**src/rtl/fft_bitrev_reorder.sv**
```systemverilog
// Ping-pong reorder buffer behind the last FFT butterfly column: a frame is
// written in natural order and read back in bit-reversed index order.
module fft_bitrev_reorder #(
  parameter int LOG2N  = 3,
  parameter int DATA_W = 64
) (
  input  logic              clk,
  input  logic              clr_n,
  input  logic              in_valid,
  input  logic [DATA_W-1:0] in_data,
  output logic              in_ready,
  output logic              out_valid,
  input  logic              out_ready,
  output logic [DATA_W-1:0] out_data,
  output logic              out_last,
  output logic              overflow
);

  localparam int N = 1 << LOG2N;
  localparam logic [LOG2N-1:0] CNT_MAX = LOG2N'(N - 1);

  logic [DATA_W-1:0] mem [2][N];
  logic [1:0]        full;
  logic [1:0]        full_nxt;
  logic              wr_sel;
  logic              rd_sel;
  logic [LOG2N-1:0]  wr_cnt;
  logic [LOG2N-1:0]  rd_cnt;
  logic              wr_acc;
  logic              rd_xfer;
  logic              wr_done;
  logic              rd_done;

  function automatic logic [LOG2N-1:0] bitrev(input logic [LOG2N-1:0] x);
    logic [LOG2N-1:0] r;
    for (int i = 0; i < LOG2N; i++) r[i] = x[LOG2N-1-i];
    return r;
  endfunction

  assign in_ready  = !full[wr_sel];
  assign wr_acc    = in_valid && in_ready;
  assign out_valid = full[rd_sel];
  assign rd_xfer   = out_valid && out_ready;
  assign wr_done   = wr_acc && (wr_cnt == CNT_MAX);
  assign rd_done   = rd_xfer && (rd_cnt == CNT_MAX);
  assign out_data  = mem[rd_sel][bitrev(rd_cnt)];
  assign out_last  = out_valid && (rd_cnt == CNT_MAX);

  // Writer and reader can never target the same bank in one cycle, so the
  // set and clear below are independent.
  always_comb begin
    full_nxt = full;
    if (wr_done) full_nxt[wr_sel] = 1'b1;
    if (rd_done) full_nxt[rd_sel] = 1'b0;
  end

  always_ff @(posedge clk) begin
    if (!clr_n) begin
      wr_cnt   <= '0;
      rd_cnt   <= '0;
      wr_sel   <= 1'b0;
      rd_sel   <= 1'b0;
      full     <= 2'b00;
      overflow <= 1'b0;
    end else begin
      full <= full_nxt;
      if (wr_acc) wr_cnt <= wr_cnt + LOG2N'(1);
      if (wr_done) wr_sel <= !wr_sel;
      if (rd_xfer) rd_cnt <= rd_cnt + LOG2N'(1);
      if (rd_done) rd_sel <= !rd_sel;
      if (in_valid && !in_ready) overflow <= 1'b1;
    end
  end

  // Bank contents are deliberately left out of reset; the full flags gate them.
  always_ff @(posedge clk) begin
    if (wr_acc) mem[wr_sel][wr_cnt] <= in_data;
  end

endmodule

```
**config.mk**
```make
export PLATFORM = sky130hd
export DESIGN_NAME = fft_bitrev_reorder
export DESIGN_NICKNAME = d
export VERILOG_FILES = /design/src/rtl/fft_bitrev_reorder.sv
export SDC_FILE = /design/constraint.sdc
export NUM_CORES = 1
export LEC_CHECK = 0
export ABC_CLOCK_PERIOD_IN_PS = 21200
export CORE_ASPECT_RATIO = 0.5
export CORE_UTILIZATION = 30
export CTS_CLUSTER_DIAMETER = 30
export CTS_CLUSTER_SIZE = 14
export DETAILED_ROUTE_END_ITERATION = 10
export HOLD_SLACK_MARGIN = 0.03
export PLACE_DENSITY = 0.56
export SKIP_LAST_GASP = 1
export SLEW_MARGIN = 40
export SYNTH_ARGS = -nofsm -noshare
export SYNTH_HDL_FRONTEND = slang
export SYNTH_SLANG_ARGS = --single-unit
```
**constraint.sdc**
```tcl
create_clock -name clk -period 21.2 [get_ports clk]
set_clock_uncertainty 0.1 [all_clocks]
set_input_delay 3.18 -clock clk [delete_from_list [all_inputs] [get_ports clk]]
set_output_delay 3.18 -clock clk [all_outputs]
set_load 0.03 [all_outputs]
```
==> impl_metrics.csv <==
group,metric,value,unit
run_status,status,"complete, no violations",
finish,final_common_cell,"edfxtp_1",
min_path,hold_depth,2,
floorplanning,rows,92,
critical_path,slowest_delay,0.65,ns
place,dp.cells,3440,
min_path,hp-class,"flop to flop",
finish,areaGrowthSynthToFinish,23.8,%
sta,min_period,7.53,ns
finish,stdcell_count,3737,
sta,final_hold_viol_count,0,
clock_tree,cts.clk_slew.worst_paths,0.05,ns
place,io_buffers,135,
yosys,synth_nets,1720,
routing,wl,91500,µm
power,p_per_area,104,nW/µm²
global_route,antenna_found_initial,2,
clock_tree,cts_resized,0,
floorplanning,die_y,257,µm
yosys,synthCells,1648,
sta,slew-limit-headroom,42.6,%
routing,num_vias,18300,
clock_tree,cts_tree,"built",
critical_path,r2r-end,"mem[0][145]$_DFFE_PP_",
routing,top_layer,"met5",
power,ir_drop,55.9,µV
critical_path,cpMostUsedCell,"buf_6",
global_route,grt_overflow_total,0,
critical_path,crit_required,17.92,ns
min_path,holdPathEnd,"overflow$_SDFFE_PN0P_",
critical_path,cp_top_family,"buffers and inverters",
place,routabilityCongestion,0.704,
global_route,grt_max_degree,82,
yosys,syn_avg_cell_area,23.6,µm²
min_path,hold_path.startpoint,"overflow$_SDFFE_PN0P_",
finish,final_util,37.8,%
clock_tree,hold_buffers,0,
floorplanning,initial_utilization,30.6,%
routing,drtIter0Drc,1524,
finish,n_antenna_cell,0,
critical_path,critical_path_buf_inv_count,4,
clock_tree,cts_setup_buffers,0,
critical_path,path_class,"flop to output pin",
sta,fin_setup_tns,0,ns
global_route,globalRouteTotalUtil,13.9,%
clock_tree,root_buffer,"clkbuf_16",
run,max-cap-violations,0,
yosys,yosysWarnings,0,
floorplanning,ioPinCount,136,
yosys,netlist_area,38900,µm²
yosys,ys_seq_area_share,79.6,%
yosys,ys_seq_elements,1036,
clock_tree,numCtsBuffers,159,
critical_path,endpoint_kind,"output pin",
clock_tree,clock_path_buffers,3,
critical_path,reg2regPathDepth,6,
routing,routed_via_density,4.89,
critical_path,regToRegStartpoint,"wr_sel$_SDFFE_PN0N_",
routing,detail-route-antenna-nets,0,
power,power.total,0.00503,W
routing,wl_met3,4360,µm
floorplanning,die_w,511,µm
clock_tree,cts_sinks,1036,
critical_path,arrival,4.25,ns
finish,mostFrequentLayoutCells,"1024 x edfxtp_1, 256 x mux4_2, 162 x clkbuf_16",
sta,drv_slew,0,
routing,drc,0,
floorplanning,dieArea,131000,µm²
global_route,grt_pass1_wl,133000,µm
finish,final_net_count,1982,
routing,firstDrtPassIters,5,
place,dp_hpwl,45500,µm
critical_path,crit_path_start_kind,"flop",
clock_tree,clock_latency,0.73,ns
global_route,grt_pass1_vias,19400,
routing,drt-met1-wl,39800,µm
critical_path,crit_chain,"buf_12 -> buf_6 -> buf_6 -> mux4_2 -> a22oi_1 -> nand2_1 -> clkdlybuf4s50_1",
routing,wl_met2,45900,µm
finish,drive_gt1_share,29.7,%
critical_path,rrSetupSlack,17.36,ns
sta,finalCritPeriodShare,35.5,%
critical_path,crit_fanout,51,
floorplanning,core,127000,µm²
sta,rsz0062_at_grt,"false",
yosys,synth_cell_types,30,
sta,finalSetupViolations,0,
critical_path,crit_path_top_delay_cell,"buf_6",
power,power.static_leakage,14.8,nW
routing,wl_per_cell,24.5,µm
sta,worst_pin_slew,0.861,ns
sta,max_freq,133,MHz
clock_tree,h-tree-depth,4,
worst max path at each step:
stage                     startpoint                     to  slack [ns]  cells past startpoint
after floorplan             in_valid  mem[0][192]$_DFFE_PP_       10.75                      3
after global placement          flop           out_data[33]       13.18                      7
after detailed placement        flop           out_data[33]       14.25                      7
after CTS                       flop           out_data[33]       13.45                      7
after global routing            flop           out_data[41]       13.30                      7
final                           flop           out_data[33]       13.67                      7
sequential cells by signal, indices dropped and copies added, names as in the netlist, named ones only:
name      flops
rd_cnt        3
overflow      1
full          2
wr_cnt        3
rd_sel        1
wr_sel        1
mem        1024
where the power goes:
part / total, W / internal (W) / leakage (nW) / switching, W
sequential: 0.00228 / 0.00227 / 9.35 / 0.00000455
clock: 0.00263 / 0.00164 / 2.65 / 0.000989
combinational: 0.000120 / 0.0000442 / 2.78 / 0.0000756
total: 0.00503 / 0.00396 / 14.8 / 0.00107
kinds of logic after synthesis:
logic type               share of synthesized area (%)
AND/OR/NAND/NOR                                   1.19
buffers and inverters                             1.42
AO/OA/AOI/OAI                                     2.74
flip-flops                                        79.6
multiplexers                                      14.9
adder cells (fa/ha/maj)                          0.129
metrics by stage:
| step | cell area [µm²] | setup slack, ns | hold WS, ns |
|---|---|---|---|
| 4_1_cts | 48200 | 13.45 | 0.380 |
| 5_1_grt | 48200 | 13.30 | 0.433 |
| 6_report | 48200 | 13.67 | 0.386 |
| 2_1_floorplan | 38900 | 10.75 | 0.399 |
| 3_5_place_dp | 42700 | 14.25 | 0.368 |
| 3_3_place_gp | 42300 | 13.18 | 0.358 |
layout make-up:
type | count | area (µm²)
timing repair buffer | 190 | 2040
tap | 1692 | 2120
sequential | 1036 | 31000
fill | 11400 | 79100
clock buffer | 173 | 4100
multi-input combinational | 518 | 7510
clock inverter | 123 | 1420
inverter | 5 | 18.8
cell usage after synthesis:
cell type  instances  area (µm²)
nor4_1             4        25.0
a21oi_1           10        50.1
nand4_1            1        6.26
buf_4             11        82.6
nor3_1             1        5.00
buf_1              2        7.51
nand2b_1           2        12.5
o21ai_0            8        40.0
ha_1               4        50.1
inv_2              1        3.75
nand3_1            4        20.0
or2_2              1        6.26
buf_6             18         203
o211a_1            1        10.0
mux4_2           256        5770
mux2i_1            1        10.0
mux2_2             1        11.3
a31oi_1            1        6.26
nor2_1            16        60.1
clkbuf_1          38         143
buf_2             20         100
nor2b_1            2        12.5
inv_1              4        15.0
dfxtp_1           12         240
and2_1             2        12.5
edfxtp_1        1024       30700
or3_1              4        25.0
nand4b_1           2        17.5
nand2_1           69         259
a22oi_1          128         961
per-layer routing:
layer | GRT usage [%] | up-vias
met4 | 3.87 | 2
met2 | 23.1 | 521
met3 | 2.31 | 114
met5 | 0 | -
met1 | 18.9 | 9935
li1 | - | 7707
worst reg2reg max path, cell delays in order, from the launching register on:
cell	delay, ns
dfxtp_1	0.49
mux2_2	0.44
inv_2	0.13
nand4b_1	0.42
nor2_4	0.52
buf_4	0.57
buf_4	0.75
Power figures use the tool's default switching activity.
